File: src/rtl/hbm_sched_pkg.sv
// Shared types and limits for the HBM read scheduler.
// Holds the FSM state encoding and the round-robin pointer wrap helper.
package hbm_sched_pkg;

   localparam int C_MIN_REQ = 2;
   localparam int C_MAX_REQ = 8;

   typedef enum logic [2:0] {
      S_IDLE  = 3'd0,
      S_GRANT = 3'd1,
      S_START = 3'd2,
      S_WAIT  = 3'd3,
      S_CMPL  = 3'd4
   } sched_state_e;

   function automatic int wrap_inc(input int idx, input int n);
      return (idx + 1 >= n) ? 0 : idx + 1;
   endfunction

endpackage

File: src/rtl/rr_arbiter.sv
// Combinational round-robin pick: first requester at or above ptr, wrapping.
// The pointer register is owned by the caller.
module rr_arbiter #(
   parameter int N   = 4,
   parameter int IDW = 2
) (
   input  logic [N-1:0]   req,
   input  logic [IDW-1:0] ptr,
   output logic [N-1:0]   gnt,
   output logic [IDW-1:0] idx
);

   localparam int IDW1 = IDW + 1;

   logic            found;
   logic [IDW1-1:0] cand;

   // One spare bit keeps ptr + offset from overflowing before the wrap.
   always_comb begin
      gnt   = '0;
      idx   = '0;
      found = 1'b0;
      cand  = '0;
      for (int i = 0; i < N; i++) begin
         cand = {1'b0, ptr} + IDW1'(i);
         if (cand >= IDW1'(N)) begin
            cand = cand - IDW1'(N);
         end
         if (!found && req[cand[IDW-1:0]]) begin
            found                = 1'b1;
            gnt[cand[IDW-1:0]]   = 1'b1;
            idx                  = cand[IDW-1:0];
         end
      end
   end

endmodule

File: src/rtl/hbm_read_scheduler.sv
// Round-robin sharing of one HBM read master between several requesters.
// One descriptor is in flight at a time; completion is returned as a one-hot pulse.
//
// state | meaning
// IDLE  | waiting for any req_valid; ready goes to the arbitration winner
// GRANT | descriptor latched; zero-size requests skip the master
// START | one-cycle rd_start to the read master
// WAIT  | waiting for rd_done
// CMPL  | one-cycle req_done to the granted requester
module hbm_read_scheduler
   import hbm_sched_pkg::*;
#(
   parameter int  C_NUM_REQ          = 4,
   parameter int  C_M_AXI_ADDR_WIDTH = 64,
   localparam int C_ID_WIDTH         = $clog2(C_NUM_REQ)
) (
   input  logic                                    aclk,
   input  logic                                    areset,
   input  logic [C_NUM_REQ-1:0]                    req_valid,
   output logic [C_NUM_REQ-1:0]                    req_ready,
   input  logic [C_NUM_REQ*C_M_AXI_ADDR_WIDTH-1:0] req_addr,
   input  logic [C_NUM_REQ*C_M_AXI_ADDR_WIDTH-1:0] req_size,
   output logic [C_NUM_REQ-1:0]                    req_done,
   output logic                                    rd_start,
   output logic [C_M_AXI_ADDR_WIDTH-1:0]           rd_addr,
   output logic [C_M_AXI_ADDR_WIDTH-1:0]           rd_size,
   input  logic                                    rd_done,
   output logic [C_ID_WIDTH-1:0]                   grant_id,
   output logic                                    busy
);

   localparam int W = C_M_AXI_ADDR_WIDTH;

   if (C_NUM_REQ < C_MIN_REQ || C_NUM_REQ > C_MAX_REQ) begin : g_bad_num_req
      $error("C_NUM_REQ out of range");
   end

   sched_state_e          state_q, state_d;
   logic [C_ID_WIDTH-1:0] ptr_q, ptr_d;
   logic [C_ID_WIDTH-1:0] gid_q, gid_d;
   logic [W-1:0]          addr_q, addr_d;
   logic [W-1:0]          size_q, size_d;
   logic [C_NUM_REQ-1:0]  arb_gnt;
   logic [C_ID_WIDTH-1:0] arb_idx;

   rr_arbiter #(
      .N   (C_NUM_REQ),
      .IDW (C_ID_WIDTH)
   ) u_arb (
      .req (req_valid),
      .ptr (ptr_q),
      .gnt (arb_gnt),
      .idx (arb_idx)
   );

   always_ff @(posedge aclk or posedge areset) begin
      if (areset) begin
         state_q <= S_IDLE;
         ptr_q   <= '0;
         gid_q   <= '0;
         addr_q  <= '0;
         size_q  <= '0;
      end else begin
         state_q <= state_d;
         ptr_q   <= ptr_d;
         gid_q   <= gid_d;
         addr_q  <= addr_d;
         size_q  <= size_d;
      end
   end

   always_comb begin
      state_d   = state_q;
      ptr_d     = ptr_q;
      gid_d     = gid_q;
      addr_d    = addr_q;
      size_d    = size_q;
      req_ready = '0;
      req_done  = '0;
      rd_start  = 1'b0;
      case (state_q)
         S_IDLE: begin
            req_ready = arb_gnt;
            if (|req_valid) begin
               addr_d  = req_addr[int'(arb_idx)*W +: W];
               size_d  = req_size[int'(arb_idx)*W +: W];
               gid_d   = arb_idx;
               ptr_d   = C_ID_WIDTH'(wrap_inc(int'(arb_idx), C_NUM_REQ));
               state_d = S_GRANT;
            end
         end
         // The read master underflows its length on zero, so never start it.
         S_GRANT: state_d = (size_q == '0) ? S_CMPL : S_START;
         S_START: begin
            rd_start = 1'b1;
            state_d  = S_WAIT;
         end
         S_WAIT: begin
            if (rd_done) begin
               state_d = S_CMPL;
            end
         end
         S_CMPL: begin
            req_done[gid_q] = 1'b1;
            state_d         = S_IDLE;
         end
         default: state_d = S_IDLE;
      endcase
   end

   assign rd_addr  = addr_q;
   assign rd_size  = size_q;
   assign grant_id = gid_q;
   assign busy     = (state_q != S_IDLE);

   a_rd_done_only_in_wait: assert property (
      @(posedge aclk) disable iff (areset) rd_done |-> (state_q == S_WAIT));

endmodule

File: config.mk
export PLATFORM = sky130hd
export DESIGN_NAME = hbm_read_scheduler
export DESIGN_NICKNAME = d
export VERILOG_FILES = /design/src/rtl/hbm_sched_pkg.sv /design/src/rtl/rr_arbiter.sv /design/src/rtl/hbm_read_scheduler.sv
export SDC_FILE = /design/constraint.sdc
export NUM_CORES = 1
export LEC_CHECK = 0
export BUFFER_PORTS_ARGS = -buffer_cell sky130_fd_sc_hd__buf_2
export CORE_AREA = 3 3 253 255
export CTS_CLUSTER_SIZE = 10
export DETAILED_ROUTE_END_ITERATION = 12
export DIE_AREA = 0 0 256 258
export SLEW_MARGIN = 40
export SYNTH_ARGS = -nofsm -noshare
export SYNTH_HDL_FRONTEND = slang
export SYNTH_HIERARCHICAL = 1
export SYNTH_SLANG_ARGS = --single-unit
export TNS_END_PERCENT = 1
File: constraint.sdc
create_clock -name aclk -period 5.07 [get_ports aclk]
set_input_delay 0.2535 -clock aclk [delete_from_list [all_inputs] [get_ports aclk]]
set_output_delay 0.2535 -clock aclk [all_outputs]
set_load 0.01 [all_outputs]
# Word level (Yosys, flattened, before mapping)
# Cells that the tools add are included.
[classes]
n_reduce_logical = 17
n_eq_ne = 6
mux = 41
n_shift = 2
add_sub_neg = 8
bitwise = 3
magnitude_cmp = 15
[op_table]
columns = ["cell", "n"]
rows = [
  ["variable part select 256 x 9 -> 64 bit", 2],
  ["zero test 64 bit", 1],
  ["2-to-1 mux 4 bit", 6],
  ["2-to-1 mux 2 bit", 9],
  ["less-than comparator 2 x 3 -> 1 bit, second input constant", 5],
  ["2-to-1 mux 1 bit", 13],
  ["greater-or-equal comparator 3 bit, second input constant", 4],
  ["OR 4 bit", 3],
  ["case mux 3 bit (4 select lines)", 1],
  ["demux 1 bit (select 2 bit)", 5],
  ["greater-or-equal comparator 2 x 1 -> 1 bit, second input constant", 5],
  ["2-to-1 mux 3 bit", 3],
  ["binary-select mux 1 bit (select 2 bit)", 4],
  ["logical AND 1 bit", 8],
  ["subtractor 2 x 1 -> 2 bit, second input constant", 4],
  ["adder 2 x 1 -> 3 bit, second input constant", 2],
  ["adder 2 x 2 -> 3 bit, second input constant", 2],
  ["== test 3 x 2 -> 1 bit, second input constant", 2],
  ["!= test 2 bit, second input constant", 2],
  ["AND reduction 2 bit", 2],
  ["OR reduction 4 bit", 1],
  ["== test 3 x 1 -> 1 bit, second input constant", 1],
  ["== test 3 bit, second input constant", 1],
  ["greater-or-equal comparator 2 x 3 -> 1 bit, second input constant", 1],
  ["3 further kinds", 5],
]
[totals]
reg_bits = 135
wordCells = 97
output_inout_bits = 140

# Longest topological paths before layout
# Gate-level depths: netlist (run 1).
[depth]
depth_word = 17
depth_mapped = 12

# By module
# The synthesis (run 1) kept the hierarchy.
[modules_own_cells]
columns = ["module", "area_per_inst_um2", "cells_per_inst", "instances", "seq_area_each_um2"]
rows = [
  ["hbm_read_scheduler", 8548.2, 490, 1, 3378.2],
  ["rr_arbiter", 404.1, 48, 1, 0.0],
]

# Worst setup path before layout (run 1)
# No wires, ideal clock.
[synth_timing]
kind = "reg2reg"
startpoint = "reg ptr_q[0]"
endpoint = "reg addr_q[0], in the netlist rd_addr[0]"
arrival_ns = 3.435
path_buffers = 4
stages_incl_launch_ff = 13
synth_period_minus_slack_ns = 3.560
path_slack_ns = 1.510
t_required_ns = 4.945
setup_time_ns = 0.125
cell_sequence = "dfrtp_1 > buf_2 > inv_1 > ha_1 > mux4_2 > nor2b_1 > o21ai_0 > o31ai_1 > clkbuf_1 > clkbuf_1 > buf_2 > mux4_2 > mux2_4"
[synth_between]
elab_chain_cells = 15
[synth_lines]
columns = ["item", "line", "rtl"]
rows = [
  ["start: declaration", "hbm_read_scheduler.sv:39", "logic [C_ID_WIDTH-1:0] ptr_q, ptr_d;"],
  ["start signal: assignment", "hbm_read_scheduler.sv:65", "ptr_q <= ptr_d;"],
  ["parallel branches: the longest is 13 deep, another holds adder 2 x 1 -> 3 bit", "n/a", ""],
  ["2-to-1 mux 2 bit *", "rr_arbiter.sv:29", "if (!found && req[cand[IDW-1:0]]) begin"],
  ["net arb_idx[0]", "hbm_read_scheduler.sv:44", "logic [C_ID_WIDTH-1:0] arb_idx;"],
  ["variable part select 256 x 9 -> 64 bit *", "hbm_read_scheduler.sv:85", "addr_d = req_addr[int'(arb_idx)*W +: W];"],
  ["end signal: assignment", "hbm_read_scheduler.sv:67", "addr_q <= addr_d;"],
  ["end: declaration", "hbm_read_scheduler.sv:41", "logic [W-1:0] addr_q, addr_d;"],
]
# Mark *: on every way through the listed nets, which the timed path passes. The select of a mux whose other input is x is not followed.
# A chain may end at the register's enable or synchronous reset.

# Worst setup path after layout (run 1)
[layout_timing]
startpoint = "reg ptr_q[0]"
endpoint = "reg addr_q[22], in the netlist rd_addr[22]"
# The elaborated chain is that of the path after synthesis.

==> results.sh, run 1 <==
export IMPL_critical_path_max_stage_delay_ns=0.74
export IMPL_nets=1705
export IMPL_numCtsBuffers=17
export IMPL_power_density_nw_per_um2=755
export IMPL_clock_latency_ns=0.46
export IMPL_hold_slack_ns=0.125
export IMPL_fillers=6647
export IMPL_grtUsageTotal_pct=12.2
export IMPL_htree_levels=4
export IMPL_synthFlopType="dfrtp_1"
export IMPL_drt_first_pass_iters=4
export IMPL_die_h_microns=258
export IMPL_initialDrtViolationCount=422
export IMPL_synthDistinctLibCells=34
export IMPL_drive_above_1_share_pct=81.4
export IMPL_synthesis_area_sq_um=8950
export IMPL_clock_skew_ns=0.00940
export IMPL_ys_seq_area_share_pct=37.7
export IMPL_hold_path_depth=4
export IMPL_grt_max_degree=77
export IMPL_period_share_pct=79.5
export IMPL_worstSetupStartpointType="register"
export IMPL_pin_count=659
export IMPL_syn_to_final_growth_pct=55.3
export IMPL_placedCellCount=1997
export IMPL_slew_violations=0
export IMPL_crit_fanout=76
export IMPL_synth_edf_count=0
export IMPL_drt_wl_total_mm=41.0
export IMPL_p_total_mw=10.5
export IMPL_peakVddDrop_mv=0.523
export IMPL_cts_setup_buffers=0
export IMPL_drc=0
export IMPL_fin_crit_ns=4.03
export IMPL_avgSynthCellArea_sq_um=16.6
export IMPL_grt_antenna_before_repair=15
export IMPL_layout_common_cells="658 x buf_2, 135 x dfrtp_1, 132 x mux4_2"
export IMPL_ff2ff_path_depth=9
export IMPL_layout_cells_most_common="buf_2"
export IMPL_gp_congestion=0.951
export IMPL_coreArea_sq_um=61800
export IMPL_grt_pass1_vias=9020
export IMPL_synth_async_reset_ratio_pct=100
export IMPL_worstSetupPathType="reg2reg"
export IMPL_tightest_slew_ns=0.708
export IMPL_worstPathRequired_ns=5.40
export IMPL_rows=91
export IMPL_regToRegSetupSlack_ns=1.04
export IMPL_r2r_end="rd_addr[22]$_DFFE_PP0P_"
export IMPL_critPathSlowestCell="dfrtp_1"
export IMPL_cp_arrival_ns=4.36
export IMPL_cts_hold_buf=1
export IMPL_path_common_cell="mux4_2"
export IMPL_clock_sinks=135
export IMPL_maxCapViolations=0
export IMPL_relSlewSlack_pct=52.8
export IMPL_ant_nets=0
export IMPL_portBuffers=658
export IMPL_grt_ovfl_total=0
export IMPL_hold_viol=0
export IMPL_synth_nets=1063
export IMPL_final_setup_tns_ns=0
export IMPL_stdcell_count=2035
export IMPL_path_cells="inv_1 -> ha_1 -> mux4_2 -> nor2b_1 -> o21ai_0 -> o31ai_4 -> buf_12 -> mux4_2 -> mux2_2"
export IMPL_start_util_pct=14.5
export IMPL_grt_pass1_wl_mm=59.2
export IMPL_ys_warn_count=6
export IMPL_p_leak_nw=6.37
export IMPL_cts_root_buffer="clkbuf_16"
export IMPL_dp_hpwl_mm=34.6
export IMPL_min_path_type="in2reg"
export IMPL_synthCells=538
export IMPL_vias=8141
export IMPL_via_per_inst=4.00
export IMPL_die_area_sq_um=66000
export IMPL_ys_ff_latch=135
export IMPL_tritoncts="built"
export IMPL_clk_pin_slew_ns=0.06
export IMPL_final_util_pct=22.5
export IMPL_r2r_start="ptr_q[0]$_DFFE_PP0P_"
export IMPL_cts_resized=0
export IMPL_finalSetupViolCount=0
export IMPL_holdCritStartpoint="rd_done"
export IMPL_wl_per_cell_microns=20.2
export IMPL_min_to="state_q[1]$_DFFE_PP0P_"
export IMPL_clockBufferDepth=2
export IMPL_critPathCaptureType="register"
export IMPL_status="finished, final reports clean"
export IMPL_rsz0062_at_grt="false"
export IMPL_fmax_ghz=0.248
export IMPL_die_width_microns=256
[through the flow]
step	instance area, sq um	setup WS (ns)
CTS	13900	1.02
global route	13900	0.783
finish	13900	1.04
floorplan	8950	1.21
detailed placement	13200	1.01
global placement	13200	1.21
[cell type report]
class | instances | area [sq um] | area share, %
Multi-Input combinational cell | 348 | 5310 | 38.2
Timing Repair Buffer | 670 | 3470 | 25.0
Sequential cell | 135 | 3380 | 24.3
Tap cell | 837 | 1050 | 7.53
Clock buffer | 19 | 453 | 3.26
Clock inverter | 13 | 194 | 1.39
Inverter | 8 | 35.0 | 0.252
Antenna cell | 5 | 12.5 | 0.0900
[power breakdown]
group	leakage (nW)	switching (mW)	internal, mW
combinational	4.47	2.95	3.93
clock	0.303	0.554	0.855
sequential	1.59	0.534	1.68
total	6.37	4.03	6.46
[flip-flops by register name (all words and copies together) (netlist names)]
signal    count
rd_size      64
grant_id      2
ptr_q         2
rd_addr      64
state_q       3
[critical path: cells and delay by family, from the launching register on]
family	cells	cell delay, ns
AND/OR/NAND/NOR	1	0.32
multiplexers	3	1.32
flip-flops	1	0.74
AO/OA/AOI/OAI	2	0.36
adder cells (fa/ha/maj)	1	0.41
buffers and inverters	2	0.57
[cell usage after synthesis, types with 3 or more instances]
| library cell | instances | area (sq um) |
|---|---|---|
| nor2_1 | 9 | 33.8 |
| nor3_1 | 3 | 15.0 |
| buf_6 | 9 | 101 |
| o21ai_0 | 8 | 40.0 |
| mux2_2 | 63 | 709 |
| mux2_4 | 68 | 1020 |
| clkbuf_1 | 17 | 63.8 |
| ha_1 | 6 | 75.1 |
| nand2_1 | 3 | 11.3 |
| nor4_1 | 17 | 106 |
| mux4_2 | 132 | 2970 |
| and2_1 | 5 | 31.3 |
| a22oi_1 | 8 | 60.1 |
| nor2b_1 | 3 | 18.8 |
| inv_1 | 8 | 30.0 |
| dfrtp_1 | 135 | 3380 |
| nand4_1 | 4 | 25.0 |
| buf_2 | 21 | 105 |
| nand3_1 | 3 | 15.0 |
[layer usage]
layer,vias up,GRT usage [%],wire length (microns)
met2,431,20.7,20600
met5,-,0,93
met3,58,3.91,3040
met4,14,5.45,1300
li1,3510,-,-
met1,4128,14.1,16000
[worst max-delay path by stage]
stage	cells past startpoint	startpoint	to	slack (ns)
after global routing	9	ptr_q[0]$_DFFE_PP0P_	rd_addr[26]$_DFFE_PP0P_	0.78
after CTS	8	ptr_q[0]$_DFFE_PP0P_	rd_addr[26]$_DFFE_PP0P_	1.02
after global placement	8	ptr_q[0]$_DFFE_PP0P_	rd_addr[44]$_DFFE_PP0P_	1.21
after floorplan	1	areset	grant_id[0]$_DFFE_PP0P_	1.21
final	9	ptr_q[0]$_DFFE_PP0P_	rd_addr[22]$_DFFE_PP0P_	1.04
after detailed placement	8	ptr_q[0]$_DFFE_PP0P_	rd_addr[26]$_DFFE_PP0P_	1.01
[cells by family after synthesis]
logic type / after synthesis / synth area share, %
buffers and inverters: 55 / 3.35
adders and majority gates: 6 / 0.839
and+or+nand+nor: 53 / 3.52
muxes: 264 / 52.6
AOI/OAI and AO/OA: 25 / 1.90
DFF: 135 / 37.7
No activity file was read; power rests on OpenSTA's default activity.
==> inputs of run 2 (changes only) <==
==> constraint.sdc (replaced) <==
create_clock -name aclk -period 3.75 [get_ports aclk]
set_input_delay 0.1875 -clock aclk [delete_from_list [all_inputs] [get_ports aclk]]
set_output_delay 0.1875 -clock aclk [all_outputs]
set_load 0.01 [all_outputs]
==> results.sh, run 2 (same netlist as run 1, synthesis figures left out) <==
export IMPL_via_per_inst=4.02
export IMPL_grt_pass1_wl_mm=62.0
export IMPL_die_h_microns=258
export IMPL_fillers=6650
export IMPL_cts_root_buffer="clkbuf_16"
export IMPL_grt_max_degree=136
export IMPL_path_common_cell="mux4_2"
export IMPL_hold_viol=0
export IMPL_p_total_mw=14.6
export IMPL_worstSetupPathType="reg2reg"
export IMPL_final_setup_tns_ns=0
export IMPL_grtUsageTotal_pct=13.0
export IMPL_drc=0
export IMPL_finalSetupViolCount=0
export IMPL_clock_skew_ns=0.0138
export IMPL_drive_above_1_share_pct=81.6
export IMPL_grt_ovfl_total=0
export IMPL_nets=1735
export IMPL_critPathCaptureType="register"
export IMPL_stdcell_count=2066
export IMPL_drt_wl_total_mm=43.4
export IMPL_clockBufferDepth=2
export IMPL_rsz0062_at_grt="false"
export IMPL_tritoncts="built"
export IMPL_portBuffers=658
export IMPL_cts_resized=0
export IMPL_layout_common_cells="658 x buf_2, 135 x dfrtp_1, 132 x mux4_2"
export IMPL_cp_num_buf_inv=2
export IMPL_dp_hpwl_mm=36.7
export IMPL_fmax_ghz=0.301
export IMPL_crit_fanout=51
export IMPL_drt_first_pass_iters=4
export IMPL_die_area_sq_um=66000
export IMPL_rows=91
export IMPL_fin_crit_ns=3.33
export IMPL_cts_setup_buffers=0
export IMPL_hold_path_depth=3
export IMPL_ant_nets=0
export IMPL_tightest_slew_ns=0.885
export IMPL_layout_cells_most_common="buf_2"
export IMPL_initialDrtViolationCount=345
export IMPL_wl_per_cell_microns=21.0
export IMPL_r2r_end="rd_addr[5]$_DFFE_PP0P_"
export IMPL_syn_to_final_growth_pct=57.6
export IMPL_status="finished, final reports clean"
export IMPL_grt_antenna_before_repair=14
export IMPL_design_area_sq_um=14100
export IMPL_min_path_type="in2reg"
export IMPL_placedCellCount=2025
export IMPL_clk_pin_slew_ns=0.07
export IMPL_power_density_nw_per_um2=1040
export IMPL_vias=8306
export IMPL_relSlewSlack_pct=40.5
export IMPL_critical_path_max_stage_delay_ns=0.58
export IMPL_path_delay_family="multiplexers"
export IMPL_critPathSlowestCell="mux4_2"
export IMPL_worstSetupStartpointType="register"
export IMPL_worstPathRequired_ns=4.10
export IMPL_period_share_pct=88.7
export IMPL_coreArea_sq_um=61800
export IMPL_start_util_pct=14.5
export IMPL_cp_arrival_ns=3.68
export IMPL_numCtsBuffers=17
export IMPL_p_leak_nw=6.52
export IMPL_die_width_microns=256
export IMPL_r2r_start="ptr_q[1]$_DFFE_PP0P_"
export IMPL_maxCapViolations=0
export IMPL_ff2ff_path_depth=9
export IMPL_holdCritStartpoint="req_size[227]"
export IMPL_min_to="rd_size[35]$_DFFE_PP0P_"
export IMPL_regToRegSetupSlack_ns=0.42
export IMPL_clock_sinks=135
export IMPL_dpl_cell_area_sq_um=13500
export IMPL_clock_latency_ns=0.47
export IMPL_grt_pass1_vias=9236
export IMPL_htree_levels=4
export IMPL_slew_violations=0
export IMPL_path_cells="inv_1 -> ha_1 -> mux4_2 -> nor2b_1 -> o21ai_0 -> o31ai_4 -> buf_12 -> mux4_2 -> mux2_4"
export IMPL_gp_congestion=0.995
export IMPL_peakVddDrop_mv=0.659
export IMPL_pin_count=659
[run 2: cell count changes in the layout (fill, tap and decap cells not counted)]
cell,before,now
nor4_1,15,17
diode_2,5,6
inv_6,4,7
inv_8,0,6
clkinvlp_4,4,1
clkinv_4,2,1
dlygate4sd3_1,1,2
clkbuf_8,2,0
buf_4,4,30
bufinv_16,4,1
nor4_2,2,0
buf_12,7,9
buf_16,0,1
[run 2: how the worst max path moves through the flow]
stage                          from                 endpoint  slack (ns)  cells after the start
6_report       ptr_q[1]$_DFFE_PP0P_   rd_addr[5]$_DFFE_PP0P_        0.42                      9
2_1_floorplan  ptr_q[0]$_DFFE_PP0P_   rd_addr[0]$_DFFE_PP0P_        0.19                     12
5_1_grt        ptr_q[0]$_DFFE_PP0P_   rd_addr[5]$_DFFE_PP0P_        0.19                      9
3_5_place_dp   ptr_q[1]$_DFFE_PP0P_   rd_addr[5]$_DFFE_PP0P_        0.42                      9
4_1_cts        ptr_q[1]$_DFFE_PP0P_   rd_addr[5]$_DFFE_PP0P_        0.42                      9
3_3_place_gp   ptr_q[0]$_DFFE_PP0P_  rd_size[59]$_DFFE_PP0P_        0.50                      9
[run 2: per-layer routing]
metal  global-route usage [%]  vias to the layer above  share of wire, %
met3                     4.64                       70               9.0
li1                         -                     3571                 -
met1                     15.0                     4187                38
met5                        0                        -              0.15
met2                     21.7                      468                49
met4                     5.78                       10               3.6
[run 2: power by group]
part | switching, mW | total (mW) | leakage, nW | internal (mW)
clock | 0.836 | 1.79 | 0.296 | 0.954
sequential | 0.717 | 2.99 | 1.59 | 2.27
combinational | 4.17 | 9.85 | 4.63 | 5.68
total | 5.72 | 14.6 | 6.52 | 8.91
[run 2: worst min-delay path: stages]
cell and delay [ns]:
buf_2 0.07, mux4_2 0.21, mux2_4 0.13
[run 2: timing repair]
item | 4_1_cts | 5_1_grt
endpoints found under the setup margin | 0 | 0
hold endpoints to repair | 114 | 0
hold buffers | 2 | 0
[run 2: cell type report]
cell class	instances	area, sq um	area share, %
inverter	8	33.8	0.239
multi-input combinational	348	5300	37.5
timing repair buffer	700	3750	26.5
clock buffer	17	425	3.01
antenna	6	15.0	0.106
tap	837	1050	7.42
sequential	135	3380	23.9
clock inverter	15	168	1.19
[run 2: through the flow]
step / setup slack, ns / utilization [%] / hold slack (ns)
CTS: 0.422 / 22.8 / 0.0901
floorplan: 0.190 / - / 0.385
global placement: 0.504 / 21.8 / 0.463
finish: 0.423 / 22.8 / 0.163
global route: 0.185 / 22.8 / 0.121
detailed placement: 0.417 / 21.8 / 0.480
==> inputs of run 3 (changes only) <==
--- a/config.mk
+++ b/config.mk
@@ -7,9 +7,11 @@
 export LEC_CHECK = 0
 export BUFFER_PORTS_ARGS = -buffer_cell sky130_fd_sc_hd__buf_2
 export CORE_AREA = 3 3 253 255
+export CTS_CLUSTER_DIAMETER = 80
 export CTS_CLUSTER_SIZE = 10
 export DETAILED_ROUTE_END_ITERATION = 12
 export DIE_AREA = 0 0 256 258
+export RECOVER_POWER = 25
 export SLEW_MARGIN = 40
 export SYNTH_ARGS = -nofsm -noshare
 export SYNTH_HDL_FRONTEND = slang
==> results.sh, run 3 (same netlist as run 1, synthesis figures left out) <==
export IMPL_grtUsageTotal_pct=13.0
export IMPL_grt_ovfl_total=0
export IMPL_path_delay_family="multiplexers"
export IMPL_worstSetupStartpointType="register"
export IMPL_min_path_type="in2reg"
export IMPL_gp_congestion=0.995
export IMPL_layout_cells_most_common="buf_2"
export IMPL_grt_pass1_wl_mm=62.0
export IMPL_drt_wl_total_mm=43.4
export IMPL_syn_to_final_growth_pct=57.4
export IMPL_htree_levels=4
export IMPL_grt_antenna_before_repair=14
export IMPL_clock_sinks=135
export IMPL_critPathSlowestCell="mux4_2"
export IMPL_tightest_slew_ns=2.75
export IMPL_critPathCaptureType="register"
export IMPL_grt_pass1_vias=9236
export IMPL_wl_per_cell_microns=21.0
export IMPL_pwr_share_clk_pct=12.3
export IMPL_cp_arrival_ns=3.68
export IMPL_p_int_mw=8.89
export IMPL_p_switching_mw=5.72
export IMPL_clockBufferDepth=2
export IMPL_grt_max_degree=136
export IMPL_rows=91
export IMPL_cts_resized=0
export IMPL_dpl_cell_area_sq_um=13500
export IMPL_cts_root_buffer="clkbuf_16"
export IMPL_hold_slack_ns=0.163
export IMPL_seqPwrFrac_pct=20.5
export IMPL_peakVddDrop_mv=0.659
export IMPL_placedCellCount=2025
export IMPL_clk_pin_slew_ns=0.07
export IMPL_final_setup_tns_ns=0
export IMPL_die_area_sq_um=66000
export IMPL_numCtsBuffers=17
export IMPL_fin_crit_ns=3.33
export IMPL_drive_above_1_share_pct=80.5
export IMPL_drc=0
export IMPL_nets=1735
export IMPL_critical_path_max_stage_delay_ns=0.58
export IMPL_portBuffers=658
export IMPL_path_common_cell="mux4_2"
export IMPL_pin_count=659
export IMPL_die_width_microns=256
export IMPL_via_per_inst=4.02
export IMPL_worstSetupPathType="reg2reg"
export IMPL_violations="capacitance limit, slew limit"
export IMPL_drt_first_pass_iters=4
export IMPL_p_leak_nw=6.48
export IMPL_status="complete, but fails checks"
export IMPL_hold_viol=0
export IMPL_finalSetupViolCount=0
export IMPL_tritoncts="built"
export IMPL_coreArea_sq_um=61800
export IMPL_path_cells="inv_1 -> ha_1 -> mux4_2 -> nor2b_1 -> o21ai_0 -> o31ai_4 -> buf_12 -> mux4_2 -> mux2_4"
export IMPL_worstPathRequired_ns=4.10
export IMPL_maxCapViolations=1
export IMPL_layout_common_cells="646 x buf_2, 135 x dfrtp_1, 132 x mux4_2"
export IMPL_combPwrFrac_pct=67.3
export IMPL_stdcell_count=2066
export IMPL_clock_skew_ns=0.0138
export IMPL_ant_nets=0
export IMPL_slew_violations=54
export IMPL_vias=8310
export IMPL_dp_hpwl_mm=36.7
export IMPL_clock_latency_ns=0.47
export IMPL_cp_num_buf_inv=2
export IMPL_initialDrtViolationCount=349
export IMPL_rsz0062_at_grt="false"
export IMPL_die_h_microns=258
export IMPL_power_density_nw_per_um2=1040
export IMPL_fmax_ghz=0.300
export IMPL_start_util_pct=14.5
export IMPL_relSlewSlack_pct=-83.3
export IMPL_period_share_pct=88.8
export IMPL_design_area_sq_um=14100
export IMPL_power_share_switching_pct=39.1
export IMPL_crit_fanout=51
==> run 3: layer usage <==
layer	wire, microns	global-route usage [%]
met5	64	0
met4	1560	5.78
met3	3860	4.64
met1	16800	15.0
met2	21200	21.7
==> run 3: timing repair <==
item | 4_1_cts | 5_1_grt
setup buffers | 0 | 0
hold buffers | 2 | 0
hold endpoints to repair | 114 | 0
==> run 3: worst register-to-register path, stage by stage, from the launching register on <==
cell and delay (ns):
dfrtp_1 0.35, inv_1 0.08, ha_1 0.38, mux4_2 0.44, nor2b_1 0.31, o21ai_0 0.20
o31ai_4 0.13, buf_12 0.33, mux4_2 0.74, mux2_4 0.28
==> run 3: path summary, 6_finish.rpt <==
check / cells after the start / slack, ns / start / to
setup / recovery: 9 / 0.42 / ptr_q[1]$_DFFE_PP0P_ / rd_addr[5]$_DFFE_PP0P_
hold / removal: 3 / 0.16 / req_size[227] / rd_size[35]$_DFFE_PP0P_
setup reg to reg: 9 / 0.42 / ptr_q[1]$_DFFE_PP0P_ / rd_addr[5]$_DFFE_PP0P_
hold reg to reg: 1 / 0.50 / rd_addr[29]$_DFFE_PP0P_ / rd_addr[29]$_DFFE_PP0P_
max in group asynchronous: 4 / 0.67 / areset / rd_size[44]$_DFFE_PP0P_
min in group asynchronous: 4 / 1.51 / areset / rd_addr[2]$_DFFE_PP0P_
==> run 3: power by group through the flow <==
stage               sequential (mW)  clock (mW)  combinational (mW)
floorplan                      3.10           0                6.72
global placement               3.02           0                9.75
detailed placement             3.01           0                9.98
CTS                            3.01        1.90                9.99
global route                   3.10        1.95                10.5
finish                         2.99        1.79                9.82
==> run 3: layout make-up <==
class / instances / area (sq um)
antenna: 6 / 15.0
clock buffer: 17 / 425
timing repair buffer: 700 / 3720
clock inverter: 15 / 168
multi-input combinational: 348 / 5300
sequential: 135 / 3380
tap: 837 / 1050
inverter: 8 / 33.8
fill: 6656 / 47700
==> run 3: metrics by stage <==
| step | total power [mW] | utilization [%] | setup WS (ns) |
|---|---|---|---|
| after floorplan | 9.81 | - | 0.190 |
| after global placement | 12.8 | 21.8 | 0.504 |
| after detailed placement | 13.0 | 21.8 | 0.417 |
| after CTS | 14.9 | 22.8 | 0.422 |
| after global routing | 15.6 | 22.8 | 0.103 |
| final | 14.6 | 22.8 | 0.419 |
